**src/rtl/hazard_controller_pkg.sv**
```systemverilog
// Shared pipeline definitions: hazard FSM encoding, cop0 register
// addresses that count as exception-related writes, and the load-use
// hazard equation.
package hazard_controller_pkg;

  typedef enum logic [1:0] {
    IDLE       = 2'd0,
    LOAD_STALL = 2'd1,
    MDU_WAIT   = 2'd2,
    COP0_DRAIN = 2'd3
  } hazard_state_t;

  // cop0 RD/SEL pairs whose writes must drain the pipeline
  localparam logic [4:0] CP0_RD_STATUS    = 5'd12;
  localparam logic [2:0] CP0_SEL_STATUS   = 3'd0;
  localparam logic [4:0] CP0_RD_EPC       = 5'd14;
  localparam logic [2:0] CP0_SEL_EPC      = 3'd0;
  localparam logic [4:0] CP0_RD_EBASE     = 5'd15;
  localparam logic [2:0] CP0_SEL_EBASE    = 3'd1;
  localparam logic [4:0] CP0_RD_ERROREPC  = 5'd30;
  localparam logic [2:0] CP0_SEL_ERROREPC = 3'd0;

  // Used by the execute stage to derive exe_cop0_exc_write from an mtc0
  function automatic logic is_cop0_exc_reg(input logic [4:0] rd, input logic [2:0] sel);
    return (rd == CP0_RD_STATUS   && sel == CP0_SEL_STATUS)   ||
           (rd == CP0_RD_EPC      && sel == CP0_SEL_EPC)      ||
           (rd == CP0_RD_EBASE    && sel == CP0_SEL_EBASE)    ||
           (rd == CP0_RD_ERROREPC && sel == CP0_SEL_ERROREPC);
  endfunction

  // $0 is never a real dependency, so a load targeting it cannot hazard
  function automatic logic load_use_hazard(input logic       exe_load,
                                           input logic [4:0] exe_dest,
                                           input logic       uses_rs,
                                           input logic [4:0] rs,
                                           input logic       uses_rt,
                                           input logic [4:0] rt);
    return exe_load && (exe_dest != 5'd0) &&
           ((uses_rs && rs == exe_dest) || (uses_rt && rt == exe_dest));
  endfunction

endpackage

```
**src/rtl/hazard_controller_if.sv**
```systemverilog
// Decode/execute hazard inputs and pipeline stall controls.
// slave: the hazard controller; master: the pipeline side.
interface hazard_controller_if;

  logic [4:0] dec_rs;
  logic [4:0] dec_rt;
  logic       dec_uses_rs;
  logic       dec_uses_rt;
  logic       dec_reads_hilo;
  logic       dec_mdu_start;
  logic       exe_load;
  logic [4:0] exe_dest_reg;
  logic       exe_cop0_exc_write;
  logic       stall_fetch;
  logic       stall_decode;
  logic       flush_execute;
  logic       mdu_busy;
  logic [1:0] state_o;

  modport slave (
    input  dec_rs, dec_rt, dec_uses_rs, dec_uses_rt, dec_reads_hilo, dec_mdu_start,
    input  exe_load, exe_dest_reg, exe_cop0_exc_write,
    output stall_fetch, stall_decode, flush_execute, mdu_busy, state_o
  );

  modport master (
    output dec_rs, dec_rt, dec_uses_rs, dec_uses_rt, dec_reads_hilo, dec_mdu_start,
    output exe_load, exe_dest_reg, exe_cop0_exc_write,
    input  stall_fetch, stall_decode, flush_execute, mdu_busy, state_o
  );

endinterface

```
**src/rtl/hazard_controller_stall_counter.sv**
```systemverilog
// Loadable down-counter that saturates at zero. `last` flags a count of
// one so the owner can leave its wait state on the same edge the count
// reaches zero.
module stall_counter #(
  parameter int WIDTH = 6
) (
  input  logic             clk,
  input  logic             reset,
  input  logic             load,
  input  logic [WIDTH-1:0] load_val,
  input  logic             dec,
  output logic             zero,
  output logic             last
);

  logic [WIDTH-1:0] count_q;
  logic [WIDTH-1:0] count_d;

  // next count: load wins over decrement, never wraps below zero
  always_comb begin
    count_d = count_q;
    if (load) begin
      count_d = load_val;
    end else if (dec && count_q != '0) begin
      count_d = count_q - WIDTH'(1);
    end
  end

  // count register
  always_ff @(posedge clk) begin
    if (reset) begin
      count_q <= '0;
    end else begin
      count_q <= count_d;
    end
  end

  assign zero = (count_q == '0);
  assign last = (count_q == WIDTH'(1));

endmodule

```
**src/rtl/hazard_controller.sv**
```systemverilog
// Pipeline hazard controller: load-use bubbles, multiply/divide hi/lo
// interlock and pipeline drain after exception-related cop0 writes.
//
//   state      | meaning
//   -----------+----------------------------------------------------------
//   IDLE       | no hazard in progress; evaluate decode/execute each cycle
//   LOAD_STALL | bubble already inserted; forwarder supplies load data
//   MDU_WAIT   | multiply/divide owns hi/lo; block hi/lo readers and MDU ops
//   COP0_DRAIN | stall and flush while the cop0 write takes effect
module hazard_controller
  import hazard_controller_pkg::*;
#(
  parameter int MDU_CYCLES        = 32,
  parameter int COP0_DRAIN_CYCLES = 2
) (
  input  logic                clk,
  input  logic                reset,
  hazard_controller_if.slave  hz
);

  localparam logic [5:0] MDU_LOAD  = 6'(MDU_CYCLES - 1);
  localparam logic [2:0] COP0_LOAD = 3'(COP0_DRAIN_CYCLES);

  hazard_state_t state_q;
  hazard_state_t state_d;

  logic load_use;
  logic stall;
  logic flush;
  logic busy;
  logic mdu_load;
  logic mdu_dec;
  logic mdu_zero;
  logic mdu_last;
  logic cop_load;
  logic cop_dec;
  logic cop_zero;
  logic cop_last;

  assign load_use = load_use_hazard(hz.exe_load, hz.exe_dest_reg,
                                    hz.dec_uses_rs, hz.dec_rs,
                                    hz.dec_uses_rt, hz.dec_rt);

  stall_counter #(.WIDTH(6)) u_mdu_cnt (
    .clk      (clk),
    .reset    (reset),
    .load     (mdu_load),
    .load_val (MDU_LOAD),
    .dec      (mdu_dec),
    .zero     (mdu_zero),
    .last     (mdu_last)
  );

  stall_counter #(.WIDTH(3)) u_cop0_cnt (
    .clk      (clk),
    .reset    (reset),
    .load     (cop_load),
    .load_val (COP0_LOAD),
    .dec      (cop_dec),
    .zero     (cop_zero),
    .last     (cop_last)
  );

  // next-state and stall outputs; reset forces everything quiet
  always_comb begin
    state_d  = state_q;
    stall    = 1'b0;
    flush    = 1'b0;
    busy     = 1'b0;
    mdu_load = 1'b0;
    mdu_dec  = 1'b0;
    cop_load = 1'b0;
    cop_dec  = 1'b0;
    unique case (state_q)
      IDLE: begin
        // decode is held during any stall, so lower-priority events
        // present now come back around once we return here
        if (load_use) begin
          stall   = 1'b1;
          flush   = 1'b1;
          state_d = LOAD_STALL;
        end else if (hz.exe_cop0_exc_write) begin
          cop_load = 1'b1;
          state_d  = COP0_DRAIN;
        end else if (hz.dec_mdu_start) begin
          mdu_load = 1'b1;
          state_d  = MDU_WAIT;
        end
      end
      LOAD_STALL: begin
        state_d = IDLE;
      end
      MDU_WAIT: begin
        busy    = !mdu_zero;
        mdu_dec = 1'b1;
        // a load-use bubble here does not pause the MDU countdown
        if (load_use || hz.dec_reads_hilo || hz.dec_mdu_start) begin
          stall = 1'b1;
          flush = 1'b1;
        end
        if (mdu_last || mdu_zero) begin
          state_d = IDLE;
        end
      end
      COP0_DRAIN: begin
        stall   = 1'b1;
        flush   = 1'b1;
        cop_dec = 1'b1;
        if (cop_last || cop_zero) begin
          state_d = IDLE;
        end
      end
      default: state_d = IDLE;
    endcase
    if (reset) begin
      state_d  = IDLE;
      stall    = 1'b0;
      flush    = 1'b0;
      busy     = 1'b0;
      mdu_load = 1'b0;
      mdu_dec  = 1'b0;
      cop_load = 1'b0;
      cop_dec  = 1'b0;
    end
  end

  // state register
  always_ff @(posedge clk) begin
    if (reset) begin
      state_q <= IDLE;
    end else begin
      state_q <= state_d;
    end
  end

  assign hz.stall_fetch   = stall;
  assign hz.stall_decode  = stall;
  assign hz.flush_execute = flush;
  assign hz.mdu_busy      = busy;
  assign hz.state_o       = state_q;

endmodule

```
**src/flat_wrapper.sv**
```systemverilog
// flat-port wrapper written by rule: the top's interface ports become plain ports
module hazard_controller_flat import hazard_controller_pkg::*;
#(
  parameter int MDU_CYCLES        = 32,
  parameter int COP0_DRAIN_CYCLES = 2
)
  (clk, reset, hz_dec_rs, hz_dec_rt, hz_dec_uses_rs, hz_dec_uses_rt, hz_dec_reads_hilo, hz_dec_mdu_start, hz_exe_load, hz_exe_dest_reg, hz_exe_cop0_exc_write, hz_stall_fetch, hz_stall_decode, hz_flush_execute, hz_mdu_busy, hz_state_o);
  hazard_controller_if hz_i ();
  input  logic clk;
  input  logic reset;
  input wire logic [$bits(hz_i.dec_rs)-1:0] hz_dec_rs;
  input wire logic [$bits(hz_i.dec_rt)-1:0] hz_dec_rt;
  input wire logic [$bits(hz_i.dec_uses_rs)-1:0] hz_dec_uses_rs;
  input wire logic [$bits(hz_i.dec_uses_rt)-1:0] hz_dec_uses_rt;
  input wire logic [$bits(hz_i.dec_reads_hilo)-1:0] hz_dec_reads_hilo;
  input wire logic [$bits(hz_i.dec_mdu_start)-1:0] hz_dec_mdu_start;
  input wire logic [$bits(hz_i.exe_load)-1:0] hz_exe_load;
  input wire logic [$bits(hz_i.exe_dest_reg)-1:0] hz_exe_dest_reg;
  input wire logic [$bits(hz_i.exe_cop0_exc_write)-1:0] hz_exe_cop0_exc_write;
  output wire logic [$bits(hz_i.stall_fetch)-1:0] hz_stall_fetch;
  output wire logic [$bits(hz_i.stall_decode)-1:0] hz_stall_decode;
  output wire logic [$bits(hz_i.flush_execute)-1:0] hz_flush_execute;
  output wire logic [$bits(hz_i.mdu_busy)-1:0] hz_mdu_busy;
  output wire logic [$bits(hz_i.state_o)-1:0] hz_state_o;
  assign hz_i.dec_rs = hz_dec_rs;
  assign hz_i.dec_rt = hz_dec_rt;
  assign hz_i.dec_uses_rs = hz_dec_uses_rs;
  assign hz_i.dec_uses_rt = hz_dec_uses_rt;
  assign hz_i.dec_reads_hilo = hz_dec_reads_hilo;
  assign hz_i.dec_mdu_start = hz_dec_mdu_start;
  assign hz_i.exe_load = hz_exe_load;
  assign hz_i.exe_dest_reg = hz_exe_dest_reg;
  assign hz_i.exe_cop0_exc_write = hz_exe_cop0_exc_write;
  assign hz_stall_fetch = hz_i.stall_fetch;
  assign hz_stall_decode = hz_i.stall_decode;
  assign hz_flush_execute = hz_i.flush_execute;
  assign hz_mdu_busy = hz_i.mdu_busy;
  assign hz_state_o = hz_i.state_o;
  hazard_controller #(.MDU_CYCLES(MDU_CYCLES), .COP0_DRAIN_CYCLES(COP0_DRAIN_CYCLES)) u_core (.clk(clk), .reset(reset), .hz(hz_i));
endmodule
```
**config.mk**
```make
export PLATFORM = sky130hd
export DESIGN_NAME = hazard_controller_flat
export DESIGN_NICKNAME = d
export VERILOG_FILES = /design/src/rtl/hazard_controller_pkg.sv /design/src/rtl/hazard_controller_if.sv /design/src/rtl/hazard_controller_stall_counter.sv /design/src/rtl/hazard_controller.sv /design/src/flat_wrapper.sv
export SDC_FILE = /design/constraint.sdc
export NUM_CORES = 1
export LEC_CHECK = 0
export CORE_UTILIZATION = 43
export DETAILED_ROUTE_END_ITERATION = 16
export PLACE_DENSITY = 0.87
export SETUP_SLACK_MARGIN = 0.15
export SLEW_MARGIN = 20
export SYNTH_ARGS = -nofsm -noshare
export SYNTH_HDL_FRONTEND = slang
export SYNTH_SLANG_ARGS = --single-unit
```
**constraint.sdc**
```tcl
create_clock -name clk -period 2.86 [get_ports clk]
set_clock_uncertainty 0.1 [all_clocks]
set_input_delay 0.572 -clock clk [delete_from_list [all_inputs] [get_ports clk]]
set_output_delay 0.572 -clock clk [all_outputs]
set_load 0.02 [all_outputs]
```
== Word-level counts from Yosys, hierarchy flattened ==
Index checks and enable logic that the tools add are counted.
Operators by class
  $add $sub $neg: 2
  muxes and demuxes: 29
  reduce and logical (&&, ||, !) cells: 23
  equal/unequal tests: 10
Operators with widths (number)
  1-bit two-way mux: 18
  2-bit two-way mux: 7
  5-bit == test: 2
  5-bit two-way mux: 2
  2-bit case mux with 4 select lines: 1
  6-bit by 1-bit == test with 1-bit output (second input constant): 1
  1-bit logical AND: 6
  6-bit zero test: 1
  6-bit nonzero test: 1
  6-bit by 1-bit subtractor with 6-bit output (second input constant): 1
  1-bit logical OR: 5
  5-bit nonzero test: 1
  2-bit == test (second input constant): 2
  2-bit by 1-bit inequality test with 1-bit output (second input constant): 2
  4-bit by 3-bit inequality test with 1-bit output (second input constant): 1
  2-bit nonzero test: 2
  2-bit OR reduction: 2
  3-bit by 1-bit == test with 1-bit output (second input constant): 1
  3-bit zero test: 1
  1-bit case mux with 3 select lines: 1
  3-bit AND reduction: 1
  3-bit nonzero test: 1
  3-bit by 1-bit subtractor with 3-bit output (second input constant): 1
  2-bit by 1-bit == test with 1-bit output (second input constant): 1
  2 further kinds: 2
Word-level totals
  bits in registers: 11
  input bits: 23
  output and inout port bits: 6

== Longest topological paths before layout ==
  depth after elaboration: 9
  depth in mapped cells: 7
  depth with buffers taken out: 7

== Cells and area by module ==
A second synthesis with hierarchy kept.
Second synthesis, totals
  cells, all modules: 125
  area total of the unflattened synthesis: 999.7 um^2
By module, submodules not included
  stall_counter (u_core.u_mdu_cnt): times used 1, seq. area each 120.1 um^2, cells each 52, area each 445.4 um^2
  hazard_controller: times used 1, seq. area each 40.0 um^2, cells each 48, area each 331.6 um^2
  stall_counter (u_core.u_cop0_cnt): times used 1, seq. area each 60.1 um^2, cells each 25, area each 222.7 um^2

== Worst setup path after synthesis ==
No wires, ideal clock.
  path type: input to output
  from: input hz_exe_dest_reg[4]
  to: output hz_stall_decode
  path buffers: 1
  data arrival time: 2.146 ns
  slack: 0.042 ns
  stages: 6
  required time: 2.188 ns
  path through: xor2_1 > nor4_1 > a32oi_1 > or3_1 > a21oi_1 > buf_4
Between the ends
  word-level cells in the longest chain between the ends: 9
  elaborated cells on any way between the ends: 14
  classes of those cells: eq/ne (2); mux (4); reduce/logical (8)
Ends and longest elaborated chain
  from (decl): RTL line flat_wrapper.sv:18  | input wire logic [$bits(hz_i.exe_dest_reg)-1:0] hz_exe_dest_reg;
  5-bit == test: RTL line hazard_controller_pkg.sv:39  | ((uses_rs && rs == exe_dest) || (uses_rt && rt == exe_dest));
  1-bit logical AND: RTL line hazard_controller_pkg.sv:39
  1-bit logical OR: RTL line hazard_controller_pkg.sv:39
  1-bit logical AND (*): RTL line hazard_controller_pkg.sv:38  | return exe_load && (exe_dest != 5'd0) &&
  1-bit logical OR (2 in a row): RTL line hazard_controller.sv:97  | if (load_use || hz.dec_reads_hilo || hz.dec_mdu_start) begin
  1-bit two-way mux
  1-bit case mux with 3 select lines (*)
  1-bit two-way mux (*)
  to (decl): RTL line flat_wrapper.sv:21  | output wire logic [$bits(hz_i.stall_decode)-1:0] hz_stall_decode;
Mark *: on every way between the ends. The rest lies on a longest branch, timed or not.

== Worst setup path in the final report ==
  from: input hz_exe_dest_reg[1]
  to: output hz_flush_execute
Between the ends
  word-level cells in the longest chain between the ends: 9
  elaborated cells on any way between the ends: 14
  classes of those cells: eq/ne (2); mux (4); reduce/logical (8)
Ends and longest elaborated chain
  5-bit == test: RTL line hazard_controller_pkg.sv:39
  1-bit logical AND: RTL line hazard_controller_pkg.sv:39
  1-bit logical OR: RTL line hazard_controller_pkg.sv:39
  1-bit logical AND (*): RTL line hazard_controller_pkg.sv:38
  1-bit logical OR (2 in a row): RTL line hazard_controller.sv:97
  1-bit two-way mux: RTL line hazard_controller.sv:97
  1-bit case mux with 3 select lines (*): RTL line hazard_controller.sv:74  | unique case (state_q)
  1-bit two-way mux (*): RTL line hazard_controller.sv:115  | if (reset) begin
  to (decl): RTL line flat_wrapper.sv:22  | output wire logic [$bits(hz_i.flush_execute)-1:0] hz_flush_execute;
Marks and branches as above.

==> out/metrics.yaml <==
routing:
  firstDrtPassIters: 4
  wl_per_cell_microns: 13.4
  avgViaCountPerCell: 5.03
  drcViolationCount: 0
  drtAntennaViolNets: 0
  vias: 810
  wirelength_microns: 2160
  drt_iter0_markers: 21
synth:
  synth_fp_nets: 120
  syn-cell-area_sq_um: 792
  synth_seq_area_share_pct: 27.8
  synth-seq-cells: 11
  syn_area_per_cell_sq_um: 8.61
  synthCells: 92
  ys_types: 35
  yosysWarningCount: 0
sta:
  grt_setup_unrepaired: "yes"
  setup_viol: 0
  slew_viol_final: 0
  fin_crit_ns: 2.69
  fmax_mhz: 372
  relSlewSlack_pct: 69.2
  hold_viol: 0
  final_min_period_over_clock_period_pct: 94.1
  tightest_slew_ns: 0.457
  hold_slack_ns: 0.460
layout:
  fin_nets: 165
  syn_to_final_growth_pct: 55.5
  drive_above_1_share_pct: 31.6
  final_util_pct: 71.3
  antenna_cells: 0
  fill_cells: 151
clock_tree:
  h-tree-depth: 1
  cts_tree: "done"
  root_buffer: "clkbuf_4"
  clkLatencyLatePin_ns: 0.28
  cts_buffers: 3
  clk_pin_slew_ns: 0.07
  clock_path_buffers: 2
  clock_sinks: 11
  hold_buffers: 0
floorplan:
  start_util_pct: 45.9
  pin_count: 29
  dieArea_sq_um: 2020
  rows: 15
  die_y_microns: 44.9
  fp.coreArea_sq_um: 1730
  die_width_microns: 44.9
global_routing:
  grt_pass1_wl_microns: 3540
  grt_pass1_vias: 857
  grt_max_degree: 15
  globalRouteTotalUtil_pct: 24.6
  grt_antenna_before_repair: 0
  grt.overflow.total: 0
pwr:
  peakVddDrop_v: 0.000240
  switching_power_mw: 0.186
  p_sw_share_pct: 35.6
  cellPowerDensity_nw_per_um2: 426
  total_power_mw: 0.524
  power_frac_comb_pct: 41.2
  power_leakage_nw: 0.504
  p_seq_share_pct: 37.7
  internal-power_mw: 0.338
  clock_power_share_pct: 21.1
place:
  gp_congestion: 0.756
  hpwlAfterDp_microns: 1470
  port-buffer-count: 28
run:
  cap_violations: 0
critical_path:
  start_kind: "input pin"
  crit_required_ns: 2.19
  crit_type: "in -> out"
  crit_arrival_ns: 2.02
  endpoint_kind: "output port"
  cp_max_fo: 3
hold_path:
  holdCritPathClass: "reg -> reg"
outcome:
  status: "complete, no violations"
==> synthesized netlist by cell type (all sizes together) <==
library cell	n	area [sq um]
nor3	3	15.0
a21oi	8	40.0
o211ai	1	7.51
or3	1	6.26
nand3b	1	7.51
o21bai	2	15.0
o32ai	1	8.76
a32oi	1	8.76
xnor2	6	52.6
buf	3	20.0
a21boi	1	7.51
nor3b	1	12.5
xor2	9	78.8
and3	1	6.26
and3b	2	17.5
nor2	4	15.0
or2	1	6.26
clkbuf	1	3.75
and2	1	6.26
or4	1	7.51
nor4b	2	23.8
a211oi	3	22.5
dfxtp	11	220
mux2i	2	20.0
ha	5	62.6
o21ai	6	33.8
inv	5	18.8
nor2b	1	6.26
nand2	4	15.0
o31ai	1	7.51
nor4	3	18.8
==> final cells by class <==
| cell class | count | area [sq um] | area share [%] |
|---|---|---|---|
| tap | 25 | 31.3 | 2.54 |
| timing repair buffer | 44 | 360 | 29.3 |
| sequential | 11 | 220 | 17.9 |
| clock buffer | 4 | 26.3 | 2.13 |
| multi-input combinational | 72 | 574 | 46.6 |
| inverter | 5 | 18.8 | 1.52 |
==> final timing paths <==
check	startpoint	end	slack (ns)	cells past startpoint
setup / recovery	hz_exe_dest_reg[1]	hz_flush_execute	0.17	7
hold / removal	u_core.u_cop0_cnt.count_q[1]$_SDFFE_PP0P_	u_core.u_cop0_cnt.count_q[1]$_SDFFE_PP0P_	0.46	2
setup reg to reg	u_core.u_cop0_cnt.count_q[0]$_SDFFE_PP0P_	u_core.u_cop0_cnt.count_q[2]$_SDFFE_PP0P_	1.11	7
hold reg to reg	u_core.u_cop0_cnt.count_q[1]$_SDFFE_PP0P_	u_core.u_cop0_cnt.count_q[1]$_SDFFE_PP0P_	0.46	2
==> metrics by stage <==
stage | setup TNS (ns) | cells | worst slack, ns | cell area, sq um
3_3_place_gp | -1.67 | 149 | -0.556 | 1140
3_5_place_dp | -1.80 | 149 | -0.609 | 1140
4_1_cts | 0 | 160 | 0.152 | 1200
2_1_floorplan | 0 | 92 | 0.201 | 796
6_report | 0 | 161 | 0.168 | 1230
5_1_grt | 0 | 161 | 0.0881 | 1230
==> power groups by stage <==
stage               registers, mW  logic, mW  clock network [mW]
finish                      0.197      0.216               0.111
floorplan                   0.198      0.120                   0
detailed placement          0.200      0.207                   0
global placement            0.199      0.200                   0
CTS                         0.197      0.205               0.113
global route                0.201      0.238               0.119
==> flip-flops by register name, indices dropped and copies added, names as in the netlist <==
register                   cells
u_core.hz.state_o              2
u_core.u_mdu_cnt.count_q       6
u_core.u_cop0_cnt.count_q      3
==> placed cells by master, fill, tap and decap left out, drive strengths merged <==
cell / count
a211oi: 3
a21boi: 1
a21oi: 8
a32oi: 1
and2: 1
and3: 1
and3b: 2
buf: 24
clkbuf: 9
clkdlybuf4s15: 3
clkdlybuf4s50: 9
dfxtp: 11
dlygate4sd2: 3
ha: 5
inv: 5
mux2i: 2
nand2: 4
nand3b: 1
nor2: 4
nor2b: 1
nor3: 3
nor3b: 1
nor4: 3
nor4b: 2
o211ai: 1
o21ai: 6
o21bai: 2
o31ai: 1
o32ai: 1
or2: 1
or3: 1
or4: 1
xnor2: 6
xor2: 9
==> cell families (layout without fill, tap and decap cells) <==
family	Yosys count	in the layout	synth area share (%)
AOI/OAI and AO/OA	24	24	19.1
xor gates and xnor gates	15	15	16.6
adders and majority gates	5	5	7.90
buffers and inverters	9	53	5.37
DFF	11	11	27.8
muxes	2	2	2.53
and+or+nand+nor	26	26	20.7
==> critical path, cell delays in order <==
cell     delay [ns]
buf_2          0.12
xor2_1         0.17
nor4_2         0.27
a32oi_1        0.17
or3_4          0.37
a21oi_4        0.19
buf_4          0.16
==> metal layers <==
layer | GRT usage, % | routed length, microns
met5 | 0 | 0
met4 | 17.0 | 42
met3 | 7.20 | 97
met2 | 39.7 | 1160
met1 | 27.8 | 855
==> repair_timing <==
item / 4_1_cts / 5_1_grt
setup endpoints to repair: 4 / 11
hold endpoints to repair: 0 / 0
setup buffers: 7 / 1
gates cloned: 0 / 0
pin swaps: 7 / 9
resized for setup: 53 / 19
Power figures use the tool's default switching activity.
